--- src/rtl/hbfp_dot_accumulator.sv ---
// Accumulates signed HBFP partial sums sharing one block exponent and renormalises the total
// into an OUT_W-bit mantissa plus adjusted exponent. Define HBFP_ACC_ROUND_EN for round-half-up with clamp.
//
// state  | meaning
// S_IDLE | waiting for the first beat of a dot product
// S_ACC  | accumulating further beats
// S_NORM | one cycle: pick shift, register mantissa/exponent/error
// S_OUT  | result presented, waiting for consumer handshake
module hbfp_dot_accumulator #(
  parameter int SUM_W     = 13,
  parameter int EXP_W     = 8,
  parameter int OUT_W     = 8,
  parameter int MAX_BEATS = 16
) (
  input  logic               clock,
  input  logic               reset,
  input  logic               io_in_valid,
  output logic               io_in_ready,
  input  logic [SUM_W-1:0]   io_in_sum,
  input  logic [EXP_W-1:0]   io_in_exp,
  input  logic               io_in_last,
  output logic               io_out_valid,
  input  logic               io_out_ready,
  output logic [OUT_W-1:0]   io_out_man,
  output logic [EXP_W:0]     io_out_exp,
  output logic               io_out_err
);

  localparam int ACC_W = SUM_W + $clog2(MAX_BEATS);
  localparam int SHMAX = ACC_W - OUT_W;
  localparam int CNT_W = $clog2(MAX_BEATS) + 1;
  localparam int SH_W  = (SHMAX > 0) ? $clog2(SHMAX + 1) : 1;

  localparam logic [CNT_W-1:0]        CNT_LAST = CNT_W'(MAX_BEATS - 1);
  localparam logic signed [ACC_W-1:0] FIT_MAX  = ACC_W'((2 ** (OUT_W - 1)) - 1);
  localparam logic signed [ACC_W-1:0] FIT_MIN  = ACC_W'(-(2 ** (OUT_W - 1)));

  typedef enum logic [1:0] {S_IDLE, S_ACC, S_NORM, S_OUT} state_t;

  state_t                   state_q, state_d;
  logic signed [ACC_W-1:0]  acc_q, acc_d;
  logic [EXP_W-1:0]         exp_q, exp_d;
  logic [CNT_W-1:0]         cnt_q, cnt_d;
  logic                     err_q, err_d;
  logic                     out_valid_q, out_valid_d;
  logic [OUT_W-1:0]         out_man_q, out_man_d;
  logic [EXP_W:0]           out_exp_q, out_exp_d;
  logic                     out_err_q, out_err_d;

  logic                     in_fire;
  logic signed [ACC_W-1:0]  sum_ext;
  logic [SH_W-1:0]          shift;
  logic [OUT_W-1:0]         norm_man;

  // Smallest shift whose arithmetic-shifted value still fits the signed output mantissa.
  function automatic logic [SH_W-1:0] find_shift(input logic signed [ACC_W-1:0] a);
    logic signed [ACC_W-1:0] t;
    logic [SH_W-1:0]         s;
    s = SH_W'(SHMAX);
    for (int i = SHMAX; i >= 0; i--) begin
      t = a >>> i;
      if ((t >= FIT_MIN) && (t <= FIT_MAX)) s = SH_W'(i);
    end
    return s;
  endfunction

`ifdef HBFP_ACC_ROUND_EN
  localparam logic signed [ACC_W:0] RND_MAX = (ACC_W + 1)'((2 ** (OUT_W - 1)) - 1);
  logic signed [ACC_W:0] half;
  logic signed [ACC_W:0] rnd;
  logic signed [ACC_W:0] rnd_sh;
`endif

  assign io_in_ready = (state_q == S_IDLE) || (state_q == S_ACC);
  assign in_fire     = io_in_valid && io_in_ready;
  assign sum_ext     = {{(ACC_W - SUM_W){io_in_sum[SUM_W-1]}}, io_in_sum};

  always_comb begin
    shift = find_shift(acc_q);
`ifdef HBFP_ACC_ROUND_EN
    half     = (shift != '0) ? ((ACC_W + 1)'(1) << (shift - SH_W'(1))) : '0;
    rnd      = {acc_q[ACC_W-1], acc_q} + half;
    rnd_sh   = rnd >>> shift;
    norm_man = (rnd_sh > RND_MAX) ? OUT_W'(RND_MAX) : OUT_W'(rnd_sh);
`else
    norm_man = OUT_W'(acc_q >>> shift);
`endif
  end

  always_comb begin
    state_d     = state_q;
    acc_d       = acc_q;
    exp_d       = exp_q;
    cnt_d       = cnt_q;
    err_d       = err_q;
    out_valid_d = out_valid_q;
    out_man_d   = out_man_q;
    out_exp_d   = out_exp_q;
    out_err_d   = out_err_q;
    case (state_q)
      S_IDLE: begin
        if (in_fire) begin
          acc_d   = sum_ext;
          exp_d   = io_in_exp;
          cnt_d   = CNT_W'(1);
          err_d   = 1'b0;
          state_d = io_in_last ? S_NORM : S_ACC;
        end
      end
      S_ACC: begin
        if (in_fire) begin
          acc_d = acc_q + sum_ext;
          cnt_d = cnt_q + CNT_W'(1);
          err_d = err_q | (io_in_exp != exp_q);
          if (io_in_last || (cnt_q == CNT_LAST)) state_d = S_NORM;
        end
      end
      S_NORM: begin
        out_man_d   = norm_man;
        out_exp_d   = {1'b0, exp_q} + (EXP_W + 1)'(shift);
        out_err_d   = err_q;
        out_valid_d = 1'b1;
        state_d     = S_OUT;
      end
      S_OUT: begin
        if (io_out_ready) begin
          out_valid_d = 1'b0;
          state_d     = S_IDLE;
        end
      end
      default: state_d = S_IDLE;
    endcase
  end

  always_ff @(posedge clock) begin
    if (reset) begin
      state_q     <= S_IDLE;
      acc_q       <= '0;
      exp_q       <= '0;
      cnt_q       <= '0;
      err_q       <= 1'b0;
      out_valid_q <= 1'b0;
      out_man_q   <= '0;
      out_exp_q   <= '0;
      out_err_q   <= 1'b0;
    end else begin
      state_q     <= state_d;
      acc_q       <= acc_d;
      exp_q       <= exp_d;
      cnt_q       <= cnt_d;
      err_q       <= err_d;
      out_valid_q <= out_valid_d;
      out_man_q   <= out_man_d;
      out_exp_q   <= out_exp_d;
      out_err_q   <= out_err_d;
    end
  end

  assign io_out_valid = out_valid_q;
  assign io_out_man   = out_man_q;
  assign io_out_exp   = out_exp_q;
  assign io_out_err   = out_err_q;

endmodule

--- config.mk ---
export PLATFORM = sky130hd
export DESIGN_NAME = hbfp_dot_accumulator
export DESIGN_NICKNAME = d
export VERILOG_FILES = /design/src/rtl/hbfp_dot_accumulator.sv
export SDC_FILE = /design/constraint.sdc
export NUM_CORES = 1
export LEC_CHECK = 0
export CORE_AREA = 8 8 109 111
export CTS_CLUSTER_SIZE = 14
export DETAILED_ROUTE_END_ITERATION = 7
export DIE_AREA = 0 0 117 119
export GPL_ROUTABILITY_DRIVEN = 0
export SLEW_MARGIN = 20
export SYNTH_ARGS = -nofsm -noshare
export SYNTH_HDL_FRONTEND = slang
export SYNTH_SLANG_ARGS = --single-unit
--- constraint.sdc ---
create_clock -name clock -period 3.1 [get_ports clock]
set_input_delay 0.62 -clock clock [delete_from_list [all_inputs] [get_ports clock]]
set_output_delay 0.62 -clock clock [all_outputs]
set_load 0.05 [all_outputs]
==> tab_implementation.tex <==
\begin{tabular}{lr}
\hline
Metric & Value \\
\hline
\multicolumn{2}{l}{\textbf{Floorplan}} \\
\quad Chip Width & 117 um \\
\quad Effective utilization at floorplan & 39.44\% \\
\quad Area enclosed by the die boundary & $\sim$14000 um\^{}2 \\
\quad Vertical die dimension & 119 um \\
\quad Site Rows & 37 \\
\quad Core box area & 10090 um\^{}2 \\
\quad IO Count & 46 \\
\multicolumn{2}{l}{\textbf{Clocking}} \\
\quad CTS H-tree lvls & 2 \\
\quad CTS clock-pin slew for the worst setup and hold paths & 0.11 ns \\
\quad Clock tree root buffer cell & clkbuf\_8 \\
\quad Clock buffer depth & 2 \\
\quad Post-cts hold buffer count & 0 \\
\quad Number of CTS-inserted buffers & 5 \\
\quad Clock sinks & 52 \\
\quad TritonCTS clock tree & done \\
\quad Clock network latency to the later pin of the worst-skew pair & between 0.3 and 0.4 ns \\
\multicolumn{2}{l}{\textbf{Global route}} \\
\quad Total overflow reported by the global router & 0 \\
\quad Overall global routing resource usage & 17.20\% \\
\quad Largest net degree at the start of global routing & 45 \\
\quad Number of global-route vias before repair & 4032 \\
\quad Global-route wire length before repair & slightly below 20000 um \\
\quad Initial antenna violation count & 0 \\
\multicolumn{2}{l}{\textbf{Synthesis}} \\
\quad Share of the synthesized area in compound gates (AO/OA/AOI/OAI) & 28.39\% \\
\quad Gate Count Post-Synth & 510 \\
\quad Synthesized area & 3980 um\^{}2 \\
\quad Simple logic cell fraction of the synthesized area & 22.95\% \\
\quad Main combinational cell family by area after synthesis & compound AO/OA/AOI/OAI gates \\
\quad Number of synthesized flops with an enable pin & 0 \\
\quad Syn nets & 564 \\
\quad Post-Synth XOR/XNOR Area & 5.721\% \\
\quad Distinct cell type count after synthesis & 72 \\
\quad Mean Syn Cell Area & approximately 7.8 um\^{}2 \\
\quad Async SR Flop Fraction & 0\% \\
\quad Share of synthesized area spent on multiplexers & 2.515\% \\
\quad Warnings from Yosys & 0 \\
\quad Most used flip-flop cell after synthesis & dfxtp\_1 \\
\quad Synth Area in Adders & 9.180\% \\
\quad Seq cells post-synth & 52 \\
\quad Proportion of synthesized chip area in sequential cells & a little over a quarter \\
\multicolumn{2}{l}{\textbf{Timing}} \\
\quad Fmax & 338.6 MHz \\
\quad Largest clock skew in the final design & 0.007580 ns \\
\quad Min cycle time layout & between 2 and 3 ns \\
\quad Max-slew headroom & $\sim$36\% \\
\quad Transition time at the pin with the least slew margin & 0.9575 ns \\
\quad Ratio of final minimum period to clock period & 95.27\% \\
\quad Setup-failing EPs final & 0 \\
\quad Hold violation total from the final report & 0 \\
\quad Max-slew violations & 0 \\
\quad Worst slack on hold paths & 0.4607 ns \\
\multicolumn{2}{l}{\textbf{Worst hold path}} \\
\quad Path class of the lowest-slack min-delay path & reg -> reg \\
\multicolumn{2}{l}{\textbf{Detailed routing}} \\
\quad Mean number of vias per cell & 5.747 \\
\quad Drt first-iter violations & 179 \\
\quad Overall via count from detail\_route & $\sim$4000 \\
\quad Aggregate routed wire length & 11940 um \\
\quad Detail Route Antenna Nets & 0 \\
\quad Number of design rule violations left after detail routing & 0 \\
\quad Routed WL per cell & 16.68 um \\
\quad Iteration count of the initial detailed-routing pass & 4 \\
\multicolumn{2}{l}{\textbf{Setup path}} \\
\quad Maximum single-stage delay on the critical path & 0.48 ns \\
\quad Crit-path slowest cell & clkdlybuf4s50\_1 \\
\quad Library cell appearing most often on the critical path & o31a\_1 \\
\quad Maximum net fanout on the critical path & 3 \\
\quad Setup Crit Path Kind & in -> reg \\
\quad Arrival time of the worst setup path & between 3 and 4 ns \\
\quad Crit end category & flop \\
\quad Critical path required time & 3.34 ns \\
\quad Cell family contributing the most delay on the critical path & compound AO/OA/AOI/OAI gates \\
\quad CP cell instances & clkdlybuf4s50\_1 -> inv\_1 -> fa\_2 -> and2b\_1 -> o31a\_1 -> o221ai\_4 -> a211oi\_2 -> o31a\_1 -> mux2i\_1 -> or3\_1 -> a21oi\_2 \\
\quad Number of buffer and inverter stages on the critical path & 2 \\
\quad Sort of element at the start of the critical path & input pin \\
\multicolumn{2}{l}{\textbf{Pwr}} \\
\quad Part of the total power dissipated in sequential elements & 21.2\% \\
\quad Cell area power density & 1077 nW/um\^{}2 \\
\quad Part of the power in the clock network & 7.9\% \\
\quad Internal Dissipation & $\sim$2600 uW \\
\quad LEAKAGE & 0.002009 uW \\
\quad Switching power summed over all nets & 2775 uW \\
\quad Power share of the combinational group & 70.9\% \\
\quad Worst supply voltage drop on vdd & 0.0005307 V \\
\quad Switching Fraction & 51.76\% \\
\multicolumn{2}{l}{\textbf{Place}} \\
\quad Detail Placement HPWL & 8985 um \\
\quad Port Buffers & 45 \\
\quad DP Cell Count & 705 \\
\multicolumn{2}{l}{\textbf{Run status}} \\
\quad Status & completed \\
\multicolumn{2}{l}{\textbf{Flow run}} \\
\quad Number of violations of the max-capacitance limit & 0 \\
\multicolumn{2}{l}{\textbf{Finish}} \\
\quad Fraction of layout cells with a size suffix above 1 & between 10\% and 20\% \\
\quad Antenna Diode Count & 0 \\
\quad \# fillers & roughly 1000 \\
\quad Number of standard cells in the layout, taps in and fillers out & 716 \\
\quad Area added between synthesis and finish & 25.02\% \\
\quad Final \#Nets & approximately 630 \\
\hline
\end{tabular}
==> cell usage in the layout (no fill, tap or decap), types with 3 or more instances in the layout <==
master           netlist  routed
nor2b_1                5       5
and2_1                 4       4
nand2b_1               5       5
clkbuf_8               0       5
nand3_1               26      26
a21oi_1               44      43
buf_4                  2      44
o21a_1                 6       6
dfxtp_1               52      46
o22ai_1                3       3
xnor2_1               13      13
nand4_1                4       4
ha_1                  26      25
clkdlybuf4s50_1        0      44
inv_1                 20      20
or3_1                  6       6
a22oi_1                6       6
o21ai_0               26      26
nor3_1                11      11
xor2_1                13      13
o31ai_1                3       3
nor2_1                54      54
o211ai_1               4       4
dfxtp_2                0       6
a21o_1                 6       6
o21ai_1                4       3
a221oi_1               7       7
mux2i_1               10      10
and3_1                11      11
a31oi_1                7       7
nand2_1               32      32
a211oi_1              18      16
==> timing repair <==
item / 4_1_cts / 5_1_grt
endpoints found under the setup margin: 1 / 5
gates resized for setup: 2 / 17
pin swaps: 0 / 6
buffers inserted: 0 / 3
==> synthesized netlist by cell type (all sizes together) (5+ instances only) <==
master,number,area share (%)
a221oi,7,1.5
mux2i,10,2.5
nand4,5,0.94
dfxtp,52,26
nor3,11,1.4
nor2b,5,0.79
ha,26,8.2
nand2,32,3.0
xor2,13,2.9
and3,11,1.7
xnor2,13,2.9
nand3,28,3.8
a211oi,18,3.4
a31oi,7,1.1
buf,12,1.7
a21o,7,1.5
a21oi,44,5.5
a22oi,6,1.1
o211ai,5,1.1
or3,6,0.94
and2,7,1.2
clkbuf,15,1.4
o21a,6,1.1
inv,21,2.0
o21ai,31,4.2
nand2b,5,0.79
nor2,56,5.5
==> per-layer routing <==
metal / GRT usage [%] / up-vias / part of all wire [%]
met3: 2.476 / 18 / 5.5
met4: 5.765 / 0 / 1.7
met1: 21.87 / 1964 / 45
met5: 0 / - / 0
li1: - / 2020 / -
met2: 28.85 / 113 / 47
==> final cells by class <==
| type | count | area, um^2 | share of cell area [%] |
|---|---|---|---|
| Clock buffer | 5 | 68.82 | 1.383 |
| Clock inverter | 3 | 27.53 | 0.5532 |
| Inverter | 21 | 78.83 | 1.584 |
| Multi-Input combinational cell | 410 | 2799 | 56.25 |
| Sequential cell | 52 | 1049 | 21.07 |
| Tap cell | 136 | 170.2 | 3.420 |
| Timing Repair Buffer | 89 | 783.3 | 15.74 |
==> worst reg2reg max path: stages (launching register included) <==
cell	delay, ns
dfxtp_2	0.39
nor4_4	0.30
buf_4	0.16
and4b_2	0.27
a21o_4	0.14
nor2_2	0.04
inv_2	0.07
ha_1	0.17
inv_1	0.06
fa_1	0.37
nor2b_1	0.11
o21ai_0	0.08
nand2b_1	0.12
and3_1	0.22
xnor2_1	0.08
a211oi_1	0.26
==> flip-flops by register name, indices dropped and copies added (netlist names) <==
| signal | flops |
|---|---|
| io_out_valid | 1 |
| exp_q | 8 |
| cnt_q | 5 |
| io_out_exp | 9 |
| acc_q | 17 |
| state_q | 2 |
| io_out_err | 1 |
| err_q | 1 |
| io_out_man | 8 |
==> power by group through the flow <==
stage	Clock [uW]	Sequential [uW]	Combinational, uW
after floorplan	0	1330	2370
after global placement	0	1120	3670
after detailed placement	0	1130	3700
after CTS	434	1110	3720
after global routing	463	1170	4180
final	425	1130	3800
==> metrics by stage <==
stage / cell area, um^2 / utilization (%) / worst slack [ns] / TNS (ns) / power [uW]
after floorplan: 3980 / - / 0.2758 / 0 / 3699
after global placement: 4785 / 47.41 / -0.3152 / -0.5698 / 4790
after detailed placement: 4785 / 47.41 / -0.3509 / -0.7576 / 4828
after CTS: 4892 / 48.48 / 0.08147 / 0 / 5270
after global routing: 4976 / 49.31 / -0.002898 / -0.002898 / 5805
final: 4976 / 49.31 / 0.1466 / 0 / 5361
==> cells by family after synthesis <==
logic type,count (synthesis)
AO/OA/AOI/OAI,165
AND/OR/NAND/NOR,181
XOR/XNOR,26
adder cells (fa/ha/maj),28
multiplexers,10
buffers and inverters,48
flip-flops,52
==> worst paths after layout <==
kind / from / end / slack, ns / depth (start not counted)
max: io_in_sum[1] / acc_q[16] / 0.15 / 11
max reg2reg: acc_q[12] / io_out_exp[6] / 0.19 / 15
min: io_out_man[1] / io_out_man[1] / 0.46 / 2
min reg2reg: io_out_man[1] / io_out_man[1] / 0.46 / 2
(Power assumes the default switching activity.)
